**config.mk**
```make
export PLATFORM = sky130hd
export DESIGN_NAME = peek_display_ctrl
export DESIGN_NICKNAME = d
export VERILOG_FILES = /design/src/rtl/peek_display_ctrl.sv
export SDC_FILE = /design/constraint.sdc
export NUM_CORES = 1
export LEC_CHECK = 0
export CAP_MARGIN = 15
export CORE_AREA = 4 4 220 222
export CTS_BUF_LIST = sky130_fd_sc_hd__clkbuf_4 sky130_fd_sc_hd__clkbuf_8 sky130_fd_sc_hd__clkbuf_16
export CTS_CLUSTER_SIZE = 30
export DETAILED_ROUTE_END_ITERATION = 10
export DIE_AREA = 0 0 224 226
export SLEW_MARGIN = 15
export SYNTH_ARGS = -nofsm -noshare
export SYNTH_HDL_FRONTEND = slang
export SYNTH_SLANG_ARGS = --single-unit
```
**constraint.sdc**
```tcl
create_clock -name clk -period 2.75 [get_ports clk]
set_input_delay 0.6875 -clock clk [delete_from_list [all_inputs] [get_ports clk]]
set_output_delay 0.6875 -clock clk [all_outputs]
set_load 0.005 [all_outputs]
```
**src/rtl/peek_display_ctrl.sv**
```systemverilog
// rtl/peek_display_ctrl.sv - debounced step/peek harness with run mode, cycle counter and paged hex display
// Optional macro PEEK_BREAKPOINT_EN adds BpArm/BpValue and a run-mode PC breakpoint.
module peek_display_ctrl #(
  parameter int NUM_TAPS   = 16,
  parameter int TAP_W      = 32,
  parameter int NUM_DIGITS = 4,
  parameter int CYC_W      = 8,
  parameter int DEB_CYC    = 250000,
  parameter int RUN_DIV    = 5000000,
  parameter int SCROLL_DIV = 50000000,
  localparam int SEL_W     = (NUM_TAPS > 1) ? $clog2(NUM_TAPS) : 1,
  localparam int WIN_BITS  = 4 * NUM_DIGITS,
  localparam int WINDOWS   = (TAP_W + WIN_BITS - 1) / WIN_BITS,
  localparam int WIN_W     = (WINDOWS > 1) ? $clog2(WINDOWS) : 1
) (
  input  logic                        clk,
  input  logic                        reset_n,
  input  logic                        StepKey,
  input  logic                        PeekKey,
  input  logic [SEL_W-1:0]            Sel,
  input  logic                        RunMode,
  input  logic                        CycleClear,
  input  logic                        ScrollEn,
  input  logic [WIN_W-1:0]            WindowSel,
  input  logic [NUM_TAPS*TAP_W-1:0]   TapBus,
`ifdef PEEK_BREAKPOINT_EN
  input  logic                        BpArm,
  input  logic [TAP_W-1:0]            BpValue,
`endif
  output logic                        StepPulse,
  output logic [CYC_W-1:0]            CycleCount,
  output logic [WIN_W-1:0]            WinIdx,
  output logic                        Halted,
  output logic [NUM_DIGITS*7-1:0]     HexValue,
  output logic [(CYC_W/4)*7-1:0]      HexCycle
);

  localparam int DEB_W = (DEB_CYC > 1) ? $clog2(DEB_CYC) : 1;
  localparam int RUN_W = (RUN_DIV > 1) ? $clog2(RUN_DIV) : 1;
  localparam int SCR_W = (SCROLL_DIV > 1) ? $clog2(SCROLL_DIV) : 1;
  localparam logic [DEB_W-1:0] DEB_LAST = DEB_W'(DEB_CYC - 1);
  localparam logic [RUN_W-1:0] RUN_LAST = RUN_W'(RUN_DIV - 1);
  localparam logic [SCR_W-1:0] SCR_LAST = SCR_W'(SCROLL_DIV - 1);
  localparam logic [WIN_W-1:0] WIN_LAST = WIN_W'(WINDOWS - 1);

  logic [1:0]             w_keys;
  logic [1:0]             r_sync1, r_sync2, r_db;
  logic [DEB_W-1:0]       r_deb_cnt [2];
  logic                   r_step_db_d;
  logic                   r_step_pulse, r_pulse_d;
  logic [RUN_W-1:0]       r_run_cnt;
  logic [CYC_W-1:0]       r_cycles;
  logic [TAP_W-1:0]       r_disp;
  logic [TAP_W-1:0]       w_tap [2**SEL_W];
  logic                   w_halted, w_run_active, w_run_wrap, w_key_step;
  logic                   r_scroll_en_d;
  logic [SEL_W-1:0]       r_sel_d;
  logic [SCR_W-1:0]       r_scroll_cnt;
  logic [WIN_W-1:0]       r_win, w_win_clamp;
  logic [WINDOWS*WIN_BITS-1:0] w_pad;
  logic [WIN_BITS-1:0]    w_win_val;

  // bit 0 = step key, bit 1 = peek key; both active-low, released = 1
  assign w_keys = {PeekKey, StepKey};

  always_ff @(posedge clk or negedge reset_n) begin
    if (!reset_n) begin
      r_sync1     <= '1;
      r_sync2     <= '1;
      r_db        <= '1;
      r_step_db_d <= 1'b1;
      for (int k = 0; k < 2; k++) r_deb_cnt[k] <= '0;
    end else begin
      r_sync1     <= w_keys;
      r_sync2     <= r_sync1;
      r_step_db_d <= r_db[0];
      for (int k = 0; k < 2; k++) begin
        if (r_sync2[k] != r_db[k]) begin
          if (r_deb_cnt[k] == DEB_LAST) begin
            r_db[k]      <= r_sync2[k];
            r_deb_cnt[k] <= '0;
          end else begin
            r_deb_cnt[k] <= r_deb_cnt[k] + 1'b1;
          end
        end else begin
          r_deb_cnt[k] <= '0;
        end
      end
    end
  end

  assign w_key_step   = r_step_db_d & ~r_db[0];
  assign w_run_active = RunMode & ~w_halted;
  assign w_run_wrap   = w_run_active && (r_run_cnt == RUN_LAST);

  always_ff @(posedge clk or negedge reset_n) begin
    if (!reset_n) begin
      r_run_cnt    <= '0;
      r_step_pulse <= 1'b0;
      r_pulse_d    <= 1'b0;
      r_cycles     <= '0;
    end else begin
      if (!RunMode)          r_run_cnt <= '0;
      else if (w_run_wrap)   r_run_cnt <= '0;
      else if (w_run_active) r_run_cnt <= r_run_cnt + 1'b1;
      r_step_pulse <= w_run_active ? w_run_wrap : w_key_step;
      r_pulse_d    <= r_step_pulse;
      if (CycleClear)        r_cycles <= '0;
      else if (r_step_pulse) r_cycles <= r_cycles + 1'b1;
    end
  end

  // Unused select codes read as zero.
  for (genvar i = 0; i < 2**SEL_W; i++) begin : g_tap
    if (i < NUM_TAPS) begin : g_real
      assign w_tap[i] = TapBus[i*TAP_W +: TAP_W];
    end else begin : g_zero
      assign w_tap[i] = '0;
    end
  end

  // In run mode the CPU state only settles after a step, so sample it the cycle after.
  always_ff @(posedge clk or negedge reset_n) begin
    if (!reset_n)                   r_disp <= '0;
    else if (!r_db[1])              r_disp <= w_tap[0];
    else if (!RunMode || r_pulse_d) r_disp <= w_tap[Sel];
  end

`ifdef PEEK_BREAKPOINT_EN
  logic r_halted, r_bp_chk;
  always_ff @(posedge clk or negedge reset_n) begin
    if (!reset_n) begin
      r_halted <= 1'b0;
      r_bp_chk <= 1'b0;
    end else begin
      r_bp_chk <= r_step_pulse & w_run_active;
      if (!BpArm || !RunMode)                    r_halted <= 1'b0;
      else if (r_bp_chk && w_tap[0] == BpValue)  r_halted <= 1'b1;
    end
  end
  assign w_halted = r_halted;
`else
  assign w_halted = 1'b0;
`endif

  always_comb begin
    w_win_clamp = WIN_LAST;
    for (int w = 0; w < WINDOWS; w++)
      if (WindowSel == WIN_W'(w)) w_win_clamp = WindowSel;
  end

  always_ff @(posedge clk or negedge reset_n) begin
    if (!reset_n) begin
      r_scroll_en_d <= 1'b0;
      r_sel_d       <= '0;
      r_scroll_cnt  <= '0;
      r_win         <= '0;
    end else begin
      r_scroll_en_d <= ScrollEn;
      r_sel_d       <= Sel;
      if (!ScrollEn) begin
        r_scroll_cnt <= '0;
        r_win        <= w_win_clamp;
      end else if (!r_scroll_en_d || Sel != r_sel_d) begin
        r_scroll_cnt <= '0;
        r_win        <= '0;
      end else if (r_scroll_cnt == SCR_LAST) begin
        r_scroll_cnt <= '0;
        r_win        <= (r_win == WIN_LAST) ? '0 : r_win + 1'b1;
      end else begin
        r_scroll_cnt <= r_scroll_cnt + 1'b1;
      end
    end
  end

  function automatic logic [6:0] hex7(input logic [3:0] n);
    case (n)
      4'h0: hex7 = 7'h40; 4'h1: hex7 = 7'h79; 4'h2: hex7 = 7'h24; 4'h3: hex7 = 7'h30;
      4'h4: hex7 = 7'h19; 4'h5: hex7 = 7'h12; 4'h6: hex7 = 7'h02; 4'h7: hex7 = 7'h78;
      4'h8: hex7 = 7'h00; 4'h9: hex7 = 7'h10; 4'hA: hex7 = 7'h08; 4'hB: hex7 = 7'h03;
      4'hC: hex7 = 7'h46; 4'hD: hex7 = 7'h21; 4'hE: hex7 = 7'h06; default: hex7 = 7'h0E;
    endcase
  endfunction

  // Active-low segments, gfedcba order; bits above TAP_W pad as zero.
  always_comb begin
    w_pad = '0;
    w_pad[TAP_W-1:0] = r_disp;
    w_win_val = '0;
    for (int w = 0; w < WINDOWS; w++)
      if (r_win == WIN_W'(w)) w_win_val = w_pad[w*WIN_BITS +: WIN_BITS];
    HexValue = '0;
    for (int d = 0; d < NUM_DIGITS; d++) HexValue[d*7 +: 7] = hex7(w_win_val[d*4 +: 4]);
    HexCycle = '0;
    for (int d = 0; d < CYC_W/4; d++) HexCycle[d*7 +: 7] = hex7(r_cycles[d*4 +: 4]);
  end

  assign StepPulse  = r_step_pulse;
  assign CycleCount = r_cycles;
  assign WinIdx     = r_win;
  assign Halted     = w_halted;

endmodule
```
## Yosys cells after proc, flatten, opt, wreduce, memory -nomap -nowiden

Memories as Yosys holds them, arrays and structs flattened.
Cells that the tools add are included.
Widths: inputs -> output; s select.

- $add $sub $neg: 6
- Magnitude comparators: 1
- Equality and inequality tests: 9
- Muxes and demuxes: 23
- Bitwise gates (word level): 3
- Reductions and logical operators: 8

Operator list:

| kind | number |
|---|---|
| $bmux 32 s4 | 1 |
| $mux 32 | 4 |
| $mux 26 | 3 |
| $mux 18 | 4 |
| $mux 23 | 2 |
| $add 18x1->18 const B | 2 |
| $eq 18x18->1 const B | 2 |
| $add 26x1->26 const B | 1 |
| $eq 26x26->1 const B | 1 |
| $add 23x1->23 const B | 1 |
| $eq 23x23->1 const B | 1 |
| $mux 16 | 1 |
| $mux 8 | 2 |
| $add 8x1->8 const B | 1 |
| $mux 1 | 6 |
| $ge 5x5->1 const B | 1 |
| $not 4->5 | 1 |
| $ne 4x4->1 | 1 |
| $reduce_and 2->1 | 2 |
| $ne 3x1->1 const B | 1 |
| $logic_not 1->1 | 2 |
| $logic_or 1x1->1 | 2 |
| $ne 1x1->1 | 2 |
| $ne 2x1->1 const B | 1 |
| 5 further kinds | 5 |

- Bits in registers: 140
- Memory bits (read-only): 672
- Input port bits: 524
- Logic and storage cells: 72
- Memories kept: 6

Memory list:

| name | depth | width | read ports | clocked after Yosys merged registers in | wr ports | line | RTL |
|---|---|---|---|---|---|---|---|
| (no name shown) | 16 | 7 | 1 | 0 | 0 | 177 | `case (n)` |
| (no name shown) | 16 | 7 | 1 | 0 | 0 | 177 |  |
| (no name shown) | 16 | 7 | 1 | 0 | 0 | 177 |  |
| (no name shown) | 16 | 7 | 1 | 0 | 0 | 177 |  |
| (no name shown) | 16 | 7 | 1 | 0 | 0 | 177 |  |
| (no name shown) | 16 | 7 | 1 | 0 | 0 | 177 |  |

## Depth between registers and ports, before layout

Gate-level depths: netlist (run 1).

- Depth after elaboration: 6
- Gate-level depth with buffers: 9

## Worst setup path after synthesis (run 1)

OpenSTA, ideal clock, no wires.

- Path kind: reg-to-output
- Start: register r_win (netlist: WinIdx)
- End: output port HexValue[24]
- Data arrival time: 2,016 ps
- Required time: 2,062 ps
- Slack: 46 ps
- Stages on the path, launching flop included: 7
- Path buffers: 2
- Path through: dfrtp_1 clkbuf_1 buf_2 mux2i_1 inv_1 ha_1 mux4_2

- Longest elaborated chain between the ends: 2

Ends and longest elaborated chain:

| what | line | RTL |
|---|---|---|
| start: declaration | 59 | `logic [WIN_W-1:0] r_win, w_win_clamp;` |
| start signal: assignment | 163 | `r_win <= w_win_clamp;` |
| start signal: assignment | 169 | `r_win <= (r_win == WIN_LAST) ? '0 : r_win + 1'b1;` |
| $mux 16 | 191 | `if (r_win == WIN_W'(w)) w_win_val = w_pad[w*WIN_BITS +: WIN_BITS];` |
| $mem_v2 16x7 | n/a |  |
| end: declaration | 34 | `output logic [NUM_DIGITS*7-1:0] HexValue,` |

Every way passes these cells.

## Final worst setup path (run 1)

- Start: register r_win (netlist: WinIdx)
- End: output port HexValue[10]

Same word-level chain as after synthesis.

==> metrics, run 1 <==
clock-pin slew on the worst setup and hold paths 0.06 ns; Final TNS setup -1.73 ns; relative slew slack 46.4%; Synth async-reset ratio 100%; Arrival @ worst endpoint 2.25 ns; highest clock rate 340 MHz; first-pass GRT wire length 97800 µm; Layout fillers 4445; vias in the first global route 13600; antenna viol nets, final 0; Die Wd 224 µm; DR WL/cell 27.9 µm; CP Max Fanout 7; sequential cell area fraction in the yosys report 28.6%; TritonCTS Buffers 17; Layout Nets 2483; Skew-Pair Late Insertion Delay 0.42 ns; post-detail-place hpwl 60100 µm; syn avg cell area 9.37 µm²; Max Cap Violations 0; failing checks setup timing; grt ovf 0; initial antenna violation count 39; Longest Clk Path Bufs 2; Synth Warn # 0; number of distinct library cells after synthesis 59; CTS tree done; Critical Path Start Type flip-flop; period utilisation layout 107%; layout cells sized above 1 22.0%; core area 46400 µm²; total track usage 26.7%; kind of critical path reg -> out; placed cell areas 19200 µm²; Synthesized Nets 1874; Post-synth EDFFs 0; Post-Syn Area 12300 µm²; drt pass-1 iters 6; post-layout total power 7.06 mW; VDD IR max 0.314 mV; quantity of hold-fixing buffers added after cts 0; H-tree levels 4; multi-input logic area 8580 µm²; num rows 79; P_leak 8.13 nW; crit path time final 2.94 ns; routed vias/inst 5.25; DRC Markers 0; Fin Hold WS 0.230 ns; largest net degree at the start of global routing 66; FF/Latch Area 3520 µm²; Syn Inst Count 1310; Critical Path Sink Type output pin; CTS Root Cell clkbuf_16; Initial Util 26.5%; min setup slack post-route -0.188 ns; routed vias 13400; status finished with violations; Slew @ Worst Pin 0.796 ns; top_reg_cell synth dfrtp_1; WL final 71100 µm; Fin. Hold Viols 0; initial DRC count 1200; Data required, critical path 2.06 ns; Ports 577; RSZ-0062 raised after global routing true; port buffer count 575; GPL Wtd Cong 1.02; die area 50600 µm²; synthesis-to-finish area growth 66.1%; Die H 226 µm; clock sinks 140; dpl ws -0.214 ns; #FFs+latches synth 140; Slew Viols, Final 0; Layout Skew 0.00709 ns; Power Density 346 nW/µm²; design area 20400 µm²; final setup vio count 21; Hold Path Class in -> async
-- final timing paths --
kind / slack (ns) / cells past startpoint / end / from
worst min register to register: 0.36 / 0 / r_sync2[0]$_DFF_PN1_ / r_sync1[0]$_DFF_PN1_
worst min-delay path: 0.23 / 1 / r_run_cnt[6]$_DFF_PN0_ / reset_n
worst max-delay path: -0.19 / 7 / HexValue[10] / WinIdx$_DFFE_PN0P_
max in group asynchronous: 1.85 / 2 / r_sync1[1]$_DFF_PN1_ / reset_n
worst max register to register: 0.59 / 7 / r_scroll_cnt[25]$_DFF_PN0_ / r_scroll_cnt[0]$_DFF_PN0_
min in group clk: 0.36 / 0 / r_sync2[0]$_DFF_PN1_ / r_sync1[0]$_DFF_PN1_
-- layer usage --
layer  share of wire, %  global-route usage (%)
met2                 47                    42.8
met3                9.5                    7.54
met5               0.22                       0
met1                 42                    36.3
met4                1.9                    5.75
-- worst max-delay path, stage by stage, from the launching register on --
cell     delay (ns)
dfrtp_2        0.41
buf_6          0.16
mux2i_1        0.24
buf_4          0.22
inv_4          0.06
ha_4           0.16
mux4_2         0.45
buf_6          0.13
-- synthesized netlist by cell type, types with 37 or more instances --
cell | number | share of area [%]
mux2i_1 | 86 | 7.0
nand2_1 | 158 | 4.8
xor2_1 | 48 | 3.4
dfrtp_1 | 133 | 27
mux4_2 | 67 | 12
clkbuf_1 | 45 | 1.4
nor3_1 | 41 | 1.7
nor2_1 | 114 | 3.5
ha_1 | 40 | 4.1
nand3_1 | 37 | 1.5
mux2_2 | 71 | 6.5
a21oi_1 | 81 | 3.3
o22ai_1 | 69 | 3.5
-- final cells by class --
class                           count  area share, %
Multi-Input combinational cell   1047           42.1
Timing Repair Buffer              683           33.1
Sequential cell                   140           17.3
Tap cell                          607           3.73
Clock buffer                       18           2.12
Clock inverter                     14          0.940
Inverter                           30          0.589
Antenna cell                       10          0.123
-- registers in the layout (all words and copies together), names as in the netlist --
| register | flops |
|---|---|
| r_deb_cnt | 36 |
| r_pulse_d | 1 |
| r_run_cnt | 23 |
| r_scroll_en_d | 1 |
| r_sync2 | 2 |
| StepPulse | 1 |
| r_step_db_d | 1 |
| WinIdx | 1 |
| r_db | 2 |
| r_scroll_cnt | 26 |
| r_disp | 32 |
| CycleCount | 8 |
| r_sync1 | 2 |
| r_sel_d | 4 |
-- stage by stage --
stage / cells / util, %
finish: 2549 / 44.0
global route: 2545 / 43.9
CTS: 2529 / 43.1
detailed placement: 2492 / 41.4
global placement: 2492 / 41.4
floorplan: 1310 / -
-- repair_timing --
item / 4_1_cts / 5_1_grt
gates resized for setup: 192 / 85
buffers inserted: 5 / 10
endpoints found under the hold margin: 0 / 0
endpoints found under the setup margin: 39 / 37
pin swaps: 14 / 20
-- where the power goes --
part	switching, mW	internal (mW)
sequential	0.0485	2.11
combinational	1.06	1.40
clock	0.917	1.53
-- logic make-up after synthesis --
logic type	count (synthesis)	share of synthesized area, %
buffers and inverters	123	4.97
flip-flops	140	28.6
XOR/XNOR	84	6.00
adder cells (fa/ha/maj)	40	4.08
AO/OA/AOI/OAI	234	12.0
other	1	0.0306
AND/OR/NAND/NOR	464	18.5
multiplexers	224	25.8
-- placed cells by master (no fill, tap or decap), types with 67 or more instances in the layout --
cell             count
a21oi_1             78
buf_4               78
clkdlybuf4s50_1    535
dfrtp_1            128
mux2_2              69
mux2i_1             78
mux4_2              67
nand2_1            154
nor2_1             109
o22ai_1             69
(Power assumes the default switching activity.)
==> run 2, diff against run 1 <==
Settings changed: CORE_AREA 4 4 220 222 to 2 2 225 227, DIE_AREA 0 0 224 226 to 0 0 227 229.
Clock period 2.75 ns to 2.77 ns, I/O delays scaled along.
==> metrics, run 2 (synthesized netlist as in run 1, its figures left out) <==
Biggest register r_deb_cnt; antenna viol nets, final 0 (unchanged); routed vias 13300 (-0.58%); reg2reg path depth 7 (unchanged); relative slew slack 50.2% (+3.8 points); Fin Hold WS 0.207 ns (-0.0231 ns); grt ovf 0 (unchanged); DR WL/cell 27.4 µm (-1.6%); Fin. Hold Viols 0 (unchanged); quantity of hold-fixing buffers added after cts 0 (unchanged); Skew-Pair Late Insertion Delay 0.42 ns (about the same); num rows 82 (+3.8%); commonest non-fill, non-tap cell in the layout clkdlybuf4s50_1; largest net degree at the start of global routing 66 (unchanged); post-detail-place hpwl 61500 µm (+2.4%); layout cells sized above 1 22.9% (+0.89 points); Arrival @ worst endpoint 2.24 ns (about the same); die area 52000 µm² (+2.7%); worst reg2reg setup slack 0.60 ns (about the same); clock sinks 140 (unchanged); CP Max Fanout 7 (unchanged); Layout Skew 0.0112 ns (+0.00413 ns); Die H 229 µm (+1.3%); clock-pin slew on the worst setup and hold paths 0.06 ns (about the same); vias in the first global route 13600 (+0.11%); P_leak 8.21 nW (+1.0%); initial antenna violation count 43 (+10%); RSZ-0062 raised after global routing true; Slew Viols, Final 0 (unchanged); Initial Util 24.7% (-1.8 points); design area 20500 µm² (+0.54%); DRC Markers 0 (unchanged); CTS tree done; status finished with violations; placed cell areas 19300 µm² (+0.34%); Max Cap Violations 0 (unchanged); Power Density 328 nW/µm² (-5.3%); kind of critical path reg -> out; Slew @ Worst Pin 0.740 ns (-0.0565 ns); Layout Nets 2501 (+0.72%); TritonCTS Buffers 17 (unchanged); Critical Path Sink Type output pin; highest clock rate 341 MHz; min setup slack post-route -0.161 ns (+0.0268 ns); synthesis-to-finish area growth 67.0%; most frequent cells in the layout clkdlybuf4s50_1 (535), nand2_1 (155), dfrtp_1 (128), nor2_1 (108), buf_4 (91); Setup crit start WinIdx$_DFFE_PN0P_; CTS Root Cell clkbuf_16; GPL Wtd Cong 1.01 (-0.44%); Die Wd 227 µm (+1.3%); VDD IR max 0.455 mV (+45%); Reg-to-Reg End r_scroll_cnt[3]$_DFF_PN0_; Layout fillers 4934 (+11%); total track usage 27.4% (+0.71 points); Longest Clk Path Bufs 2 (unchanged); H-tree levels 4 (unchanged); Ports 577 (unchanged); drt pass-1 iters 5 (-1); max reg flops 36 (unchanged); port buffer count 575 (unchanged); failing checks setup timing; routed vias/inst 5.04 (-4.0%); Top Registers r_deb_cnt x36, r_disp x32, r_scroll_cnt x26; crit path time final 2.93 ns; WL final 72400 µm (+1.9%); r2r startpoint r_scroll_cnt[0]$_DFF_PN0_; period utilisation layout 106%; first-pass GRT wire length 101000 µm (+3.0%); Data required, critical path 2.08 ns (+0.02 ns); final setup vio count 18 (-14%); Critical Path Start Type flip-flop; core area 49700 µm² (+7.1%); Hold Path Class in -> async; initial DRC count 1057 (-12%)
## run 2: layer usage
layer,vias to the layer above,share of wire (%),GRT usage (%)
li1,6073,-,-
met1,6618,42,36.3
met2,522,49,46.6
met3,70,6.5,4.17
met4,10,2.0,6.92
met5,-,0.090,0
## run 2: area by class of cell
class	instances	area (µm²)	area share [%]
antenna	19	47.5	0.232
clock buffer	20	460	2.25
clock inverter	11	71.3	0.348
inverter	30	120	0.586
multi-input combinational	1047	8580	41.9
sequential	140	3520	17.2
tap	672	841	4.10
timing repair buffer	701	6850	33.4
## run 2: stage by stage
| stage | total power, mW | worst slack, ns | cells | util, % | TNS (ns) |
|---|---|---|---|---|---|
| global route | 7.00 | -0.275 | 2632 | 41.2 | -3.37 |
| floorplan | 3.02 | 0.0610 | 1310 | - | 0 |
| finish | 6.72 | -0.161 | 2640 | 41.3 | -1.18 |
| CTS | 6.71 | -0.175 | 2616 | 40.9 | -2.01 |
| global placement | 4.48 | -0.207 | 2563 | 38.8 | -1.70 |
| detailed placement | 4.49 | -0.203 | 2563 | 38.8 | -1.81 |
## run 2: worst max-delay path by stage
stage,to,slack [ns],depth (start not counted)
global route,HexValue[3],-0.27,11
finish,HexValue[10],-0.16,7
global placement,HexValue[10],-0.21,6
CTS,HexValue[10],-0.18,7
detailed placement,HexValue[10],-0.20,6
floorplan,HexValue[24],0.06,6
## run 2: where the power goes
part / switching [mW] / internal, mW / leakage, nW / total [mW]
clock: 0.900 / 1.19 / 0.265 / 2.09
sequential: 0.0488 / 2.09 / 1.83 / 2.14
combinational: 1.06 / 1.43 / 6.12 / 2.49
## run 2: what timing repair did
action                                  CTS  global route
cloned                                    1             1
buffers inserted                         22             6
hold endpoints to repair                  0             0
pin swaps                                23            14
endpoints found under the setup margin   38            35
gates resized for setup                 249            34
## run 2: worst max-delay path, cell delays in order, from the launching register on
cell	delay [ns]
dfrtp_2	0.44
buf_8	0.16
mux2i_4	0.20
buf_6	0.14
ha_4	0.26
inv_2	0.03
mux4_2	0.45
buf_2	0.15
==> run 3, diff against run 2 <==
Settings changed: CAP_MARGIN 15 to 0, SLEW_MARGIN 15 to 40.
Clock period 2.77 ns to 2.8 ns, I/O delays scaled along.
==> metrics, run 3 (synthesized netlist as in run 1, its figures left out) <==
CTS Root Cell clkbuf_16; design area 20500 µm² (about the same); core area 49700 µm² (unchanged); Ports 577 (unchanged); Die Wd 227 µm (unchanged); min setup slack post-route -0.163 ns (-0.00212 ns); Power Density 330 nW/µm² (+0.63%); Max Cap Violations 0 (unchanged); relative slew slack 46.5% (-3.7 points); CP Max Fanout 4 (-3); Arrival @ worst endpoint 2.26 ns (+0.02 ns); Post-Layout Cell Count 2631 (-0.34%); final setup vio count 20 (+2); Fin Hold WS 0.179 ns (-0.0286 ns); antenna viol nets, final 0 (unchanged); dpl ws -0.264 ns (-0.0608 ns); routed vias 13200 (-0.44%); max reg flops 36 (unchanged); GPL Wtd Cong 0.991 (-2.0%); port buffer count 575 (unchanged); num rows 82 (unchanged); Fin. Hold Viols 0 (unchanged); WL final 71800 µm (-0.86%); clock sinks 140 (unchanged); period utilisation layout 106%; Hold Path Class in -> async; routed vias/inst 5.03 (-0.10%); Die H 229 µm (unchanged); first-pass GRT wire length 99600 µm (-1.2%); Biggest register r_deb_cnt; Top Registers r_deb_cnt x36, r_disp x32, r_scroll_cnt x26; die area 52000 µm² (unchanged); dpl cells 2556 (-0.27%); RSZ-0062 raised after global routing true; drt pass-1 iters 5 (unchanged); quantity of hold-fixing buffers added after cts 0 (unchanged); Critical Path Start Type flip-flop; post-layout total power 6.77 mW (+0.67%); failing checks setup timing; Layout Skew 0.0139 ns (+0.00272 ns); Initial Util 24.7% (unchanged); CTS tree done; kind of critical path reg -> out; TritonCTS Buffers 17 (unchanged); Skew-Pair Late Insertion Delay 0.43 ns (about the same); most frequent cells in the layout clkdlybuf4s50_1 (534), nand2_1 (154), dfrtp_1 (128), nor2_1 (107), buf_4 (83); VDD IR max 0.410 mV (-9.7%); initial DRC count 930 (-12%); Longest Clk Path Bufs 2 (unchanged); largest net degree at the start of global routing 66 (unchanged); Critical Path Sink Type output pin; placed cell areas 19200 µm² (-0.21%); Layout Nets 2493 (-0.32%); DR WL/cell 27.3 µm (-0.52%); highest clock rate 337 MHz; DRC Markers 0 (unchanged); Data required, critical path 2.10 ns (+0.02 ns); Slew Viols, Final 0 (unchanged); P_leak 8.18 nW (-0.45%); clock-pin slew on the worst setup and hold paths 0.07 ns (about the same); Final TNS setup -1.82 ns (-0.637 ns); Slew @ Worst Pin 0.795 ns (+0.0555 ns); Layout Utilization 41.3% (about the same); grt ovf 0 (unchanged); layout cells sized above 1 22.6% (-0.27 points); initial antenna violation count 34 (-21%); H-tree levels 4 (unchanged); commonest non-fill, non-tap cell in the layout clkdlybuf4s50_1; post-detail-place hpwl 60700 µm (-1.4%); status finished with violations; total track usage 27.1% (-0.31 points); crit path time final 2.96 ns; vias in the first global route 13400 (-1.4%); synthesis-to-finish area growth 67.0% (about the same)
run 3: worst max-delay path: stages (launching register included):
cell     delay (ns)
dfrtp_2        0.45
buf_6          0.15
mux2i_1        0.13
buf_4          0.17
ha_4           0.27
inv_2          0.03
mux4_2         0.49
buf_6          0.15
run 3: repair_timing:
item	in CTS	in global routing
endpoints found under the setup margin	37	35
setup buffers	20	10
cloned	1	0
pin swaps	15	17
endpoints found under the hold margin	0	0
resized for setup	221	66
run 3: routing by layer:
layer	GRT usage, %	wire, µm
met4	6.94	1740
met3	5.32	4970
met1	35.6	30000
met2	45.5	35100
met5	0	36
run 3: layout make-up:
type,count,area (µm²)
diodes,18,45.0
multi-input cells,1047,8600
fillers,4936,29200
flip-flops and latches,140,3520
repair buffers,693,6800
well taps,672,841
clock inverters,12,125
inverters,30,120
clock buffers,19,440
run 3: worst paths after layout:
check / slack, ns / startpoint / depth (start not counted) / to
max in group asynchronous: 1.75 / reset_n / 2 / CycleCount[6]$_DFFE_PN0P_
hold / removal: 0.18 / reset_n / 1 / r_deb_cnt[29]$_DFF_PN0_
min in group clk: 0.35 / r_sync1[0]$_DFF_PN1_ / 0 / r_sync2[0]$_DFF_PN1_
hold reg to reg: 0.35 / r_sync1[0]$_DFF_PN1_ / 0 / r_sync2[0]$_DFF_PN1_
setup / recovery: -0.16 / WinIdx$_DFFE_PN0P_ / 7 / HexValue[24]
setup reg to reg: 0.56 / r_scroll_cnt[0]$_DFF_PN0_ / 7 / r_scroll_cnt[4]$_DFF_PN0_
run 3: where the power goes:
part	total [mW]	switching [mW]	internal [mW]
Sequential	2.12	0.0481	2.07
Clock	2.20	0.879	1.32
Combinational	2.45	1.05	1.41
